===== config.mk =====
export PLATFORM = sky130hd
export DESIGN_NAME = shift_unit
export DESIGN_NICKNAME = d
export VERILOG_FILES = /design/src/rtl/shift_pkg.sv /design/src/rtl/shift_step.sv /design/src/rtl/shift_unit.sv
export SDC_FILE = /design/constraint.sdc
export NUM_CORES = 1
export LEC_CHECK = 0
export CORE_ASPECT_RATIO = 0.8
export CORE_UTILIZATION = 43
export CTS_BUF_LIST = sky130_fd_sc_hd__clkbuf_8
export CTS_CLUSTER_SIZE = 14
export DETAILED_ROUTE_END_ITERATION = 16
export HOLD_SLACK_MARGIN = 0.08
export PLACE_DENSITY = 0.79
export SLEW_MARGIN = 20
export SYNTH_ARGS = -nofsm -noshare
export SYNTH_HDL_FRONTEND = slang
export SYNTH_SLANG_ARGS = --single-unit

===== constraint.sdc =====
create_clock -name clk -period 1.8 [get_ports clk]
set_input_delay 0.18 -clock clk [delete_from_list [all_inputs] [get_ports clk]]
set_output_delay 0.18 -clock clk [all_outputs]
set_load 0.02 [all_outputs]

===== src/rtl/shift_pkg.sv =====
// Shared encodings and helpers for the multi-cycle shift unit.
package shift_pkg;

  localparam logic [1:0] OP_SLL = 2'b00;
  localparam logic [1:0] OP_SRL = 2'b01;
  localparam logic [1:0] OP_SRA = 2'b11;

  typedef enum logic [1:0] {
    IDLE  = 2'd0,
    SHIFT = 2'd1,
    DONE  = 2'd2
  } state_t;

  // One extra bit so the last partial step never wraps the counter.
  function automatic int cnt_width(input int xlen);
    return $clog2(xlen) + 1;
  endfunction

endpackage


===== src/rtl/shift_step.sv =====
// Combinational shift by k (0..STEP) positions with op-dependent fill.
module shift_step
  import shift_pkg::*;
#(
  parameter int XLEN = 32,
  parameter int STEP = 1
) (
  input  logic [XLEN-1:0]          din,
  input  logic [1:0]               op,
  input  logic [$clog2(STEP):0]    k,
  output logic [XLEN-1:0]          dout
);

  logic            fill;
  logic [2*XLEN-1:0] ext;

  // For SRA the data MSB is still the original sign bit on every step.
  always_comb begin
    fill = (op == OP_SRA) & din[XLEN-1];
    ext  = {{XLEN{fill}}, din};
    if (op == OP_SRL || op == OP_SRA) dout = XLEN'(ext >> k);
    else                              dout = din << k;
  end

endmodule


===== src/rtl/shift_unit.sv =====
// Multi-cycle SLL/SRL/SRA unit: STEP bits per clock, valid/ready on both sides.
module shift_unit
  import shift_pkg::*;
#(
  parameter int XLEN = 32,
  parameter int STEP = 1
) (
  input  logic                     clk,
  input  logic                     rst,
  input  logic                     in_valid,
  output logic                     in_ready,
  input  logic [1:0]               op,
  input  logic [XLEN-1:0]          inp,
  input  logic [$clog2(XLEN)-1:0]  shamt,
  output logic                     out_valid,
  input  logic                     out_ready,
  output logic [XLEN-1:0]          res
);

  localparam int CW = cnt_width(XLEN);
  localparam int KW = $clog2(STEP) + 1;

  state_t          state;
  logic [XLEN-1:0] data;
  logic [XLEN-1:0] data_nxt;
  logic [CW-1:0]   count;
  logic [1:0]      op_q;
  logic [KW-1:0]   k;

  assign k = (count >= CW'(STEP)) ? KW'(STEP) : KW'(count);

  shift_step #(.XLEN(XLEN), .STEP(STEP)) u_step (
    .din  (data),
    .op   (op_q),
    .k    (k),
    .dout (data_nxt)
  );

  always_ff @(posedge clk or posedge rst) begin
    if (rst) begin
      state <= IDLE;
      data  <= '0;
      count <= '0;
      op_q  <= OP_SLL;
    end else begin
      case (state)
        IDLE: if (in_valid) begin
          data  <= inp;
          op_q  <= op;
          count <= CW'(shamt);
          state <= SHIFT;
        end
        SHIFT: if (count == '0) begin
          state <= DONE;
        end else begin
          data  <= data_nxt;
          count <= count - CW'(k);
        end
        DONE: if (out_ready) state <= IDLE;
        default: state <= IDLE;
      endcase
    end
  end

  assign in_ready  = (state == IDLE);
  assign out_valid = (state == DONE);
  assign res       = data;

endmodule


==> metrics <==
fillers 414; pin count of the biggest net entering global routing 31; critical-path cell list or4_4, o21ai_4, buf_12, nor2_1, a221o_1; leakage approximately 1.5 nW; post-placement cell count 353; buffer and inverter count on the worst path 1; Final Setup Violations 32; Syn Inst Count 215; Seq cells post-synth 42; CTS clk-pin slew, worst paths approximately 0.080 ns; power after layout roughly 0.0063 W; yosys warns 0; CTS tree yes; diodes inserted 0; pre-CTS worst setup slack -0.0172 ns; Finished Layout Cells between 300 and 400; Clock Latency Late Sink 0.30 ns; Slew HR between 60% and 70%; Seq/Total Area, Yosys 45.8%; clk sink count 42; hold crit path type in -> async; Final Hold Fails 0; Final Wtd Congestion slightly above 0.9; fin nets about 340; Die X 83.7 µm; RSZ-0062 raised after global routing true; # IOs 77; failing checks negative setup slack; synth top area cells dfrtp_1, a221o_1, mux2i_1; Top delay family on crit path simple AND/OR/NAND/NOR gates; Synth Area per Inst about 11 µm²; Power Density 1880 mW/mm²; DP HPWL approximately 4300 µm; Reg power frac slightly below 30%; Peak VDD IR around 0.001 V; Crit path largest cell delay roughly 0.6 ns; I/O Buffers 76; Max Cap Viol 0; setup ws final -0.0472 ns; DR vias just over 2000; initial antenna violation count 0; clock power share around an eighth; Crit. End Element flip-flop; first-pass detailed-route iteration total 4; die area between 0.005 and 0.006 mm²; Pint roughly 0.0037 W; Die Y 67.4 µm; Starting Density about 45%; # rows 23; Worst-Margin Slew between 0.5 and 0.6 ns; Max Root-Sink Buffers 2; Core ar. between 0.005 and 0.006 mm²; CP startpoint kind flip-flop; H-tree levels 2; post-synthesis xor/xnor area fraction 0%; share of cells above drive strength 1 between 10% and 20%; Worst EP arrival 2.03 ns; fin. max-slew vios 0; Area growth, synth to finish 45.1%; mux cell area share after synthesis 12.6%; Sw Ratio roughly 41%; # hold bufs at CTS 0; global route overflow 0; Simple-Gate Fraction of Synth Area a little over an eighth; Synth Cell Area between 0.002 and 0.0025 mm²; most frequent cells in the layout clkdlybuf4s50_1, dfrtp_1, nor2_1; crit-path max FO 17; commonest non-fill, non-tap cell in the layout clkdlybuf4s50_1; Synth Area in Adders less than 1%; DRC viols 0; syn nets ~260; Final Skew around 0.0055 ns; DR WL/cell roughly 17 µm; area leader, netlist dfrtp_1; critical path class reg -> reg; sw power 0.00259 W; Final min period 1.85 ns; Fmax achieved between 0.5 and 0.6 GHz; Synth Area in Compound Gates 20.4%; main combinational cell family by area after synthesis compound AO/OA/AOI/OAI gates; Starting DRT DRC Count 165; first-pass GRT wire length a little over 10000 µm; top cell type's share of synthesized area between 40% and 50%; Via-to-Cell Ratio between 5 and 6; Worst Path Required 1.98 ns; antenna-violating nets left 0; Logic pwr share between 50% and 60%; Util after Layout roughly 66%; total track usage 23.0%; status finished with violations; CP max stage cell or4_4; Netlist cell types 40; Routed WL 6130 µm; Num CTS Buffers 5; fin crit share 103%; root buf cell clkbuf_8; vias in the first global route a little over 2000
-- registers in the layout, summed over array words and instances (netlist names) --
name   count
count      6
op_q       2
res       32
state      2
-- worst paths after layout --
path | depth (start not counted) | to | start | slack (ns)
worst min-delay path | 2 | res[16]$_DFFE_PP0P_ | rst | 0.16
max in group asynchronous | 3 | op_q[0]$_DFFE_PP0P_ | rst | 1.14
min in group clk | 3 | op_q[0]$_DFFE_PP0P_ | op[0] | 0.42
worst max register to register | 5 | res[11]$_DFFE_PP0P_ | count[0]$_DFFE_PP0P_ | -0.05
worst min register to register | 2 | op_q[1]$_DFFE_PP0P_ | op_q[1]$_DFFE_PP0P_ | 0.50
worst max-delay path | 5 | res[11]$_DFFE_PP0P_ | count[0]$_DFFE_PP0P_ | -0.05
-- cell families after synthesis --
group	after synthesis
buffers and inverters	21
AO/OA/AOI/OAI	53
adder cells (fa/ha/maj)	1
multiplexers	29
flip-flops	42
AND/OR/NAND/NOR	69
-- per-layer routing --
layer / up-vias / global-route usage (%) / share of wire (%)
li1: 972 / - / -
met1: 1003 / 31.8 / 47
met2: 83 / 37.0 / 45
met3: 8 / 5.01 / 6.6
met4: 0 / 5.93 / 1.2
met5: - / 0 / 0
-- Yosys cell counts (all sizes together) --
cell type / number
a22oi: 1
nor3b: 2
inv: 5
a221o: 31
or2: 2
a221oi: 1
and3: 1
a31oi: 2
nand3: 3
or4: 1
dlymetal6s2s: 1
ha: 1
a211oi: 1
nand2: 11
clkbuf: 4
dlygate4sd1: 1
nand2b: 1
nor3: 2
o21a: 1
buf: 10
o211ai: 1
or3: 1
a211o: 2
a21boi: 1
o22ai: 1
o311ai: 1
nor2b: 3
o221ai: 1
o21ai: 6
nor2: 42
a21oi: 3
mux2i: 29
dfrtp: 42
-- through the flow --
step           instance area, µm²  TNS, ns  hold WS, ns
2_1_floorplan                2300        0        0.285
3_5_place_dp                 3190   -0.103        0.481
6_report                     3330   -0.762        0.159
4_1_cts                      3300   -0.348        0.169
5_1_grt                      3330    -1.95        0.192
3_3_place_gp                 3190        0        0.464
-- what timing repair did --
item                       in CTS  in global routing
gates resized for setup         2                  9
pin swaps                       0                  4
setup endpoints to repair      31                 37
setup buffers                   0                  1
-- power by group through the flow --
stage / Sequential (W) / Clock [W] / Combinational, W
5_1_grt: 0.00192 / 0.000786 / 0.00396
2_1_floorplan: 0.00206 / 0 / 0.00203
3_5_place_dp: 0.00184 / 0 / 0.00358
4_1_cts: 0.00184 / 0.000747 / 0.00359
3_3_place_gp: 0.00184 / 0 / 0.00348
6_report: 0.00185 / 0.000745 / 0.00367
-- layout make-up --
| class | count | area (µm²) | share of cell area (%) |
|---|---|---|---|
| Sequential cell | 42 | 1050 | 31.6 |
| Inverter | 5 | 18.8 | 0.563 |
| Tap cell | 62 | 77.6 | 2.33 |
| Clock buffer | 5 | 68.8 | 2.07 |
| Timing Repair Buffer | 93 | 965 | 29.0 |
| Clock inverter | 3 | 41.3 | 1.24 |
| Multi-Input combinational cell | 152 | 1110 | 33.3 |
-- worst register-to-register path, stage by stage, from the launching register on --
cell	delay, ns
dfrtp_1	0.39
or4_4	0.60
o21ai_4	0.24
buf_12	0.18
nor2_1	0.06
a221o_1	0.26
Note: power is estimated with default switching activity, not from simulation.
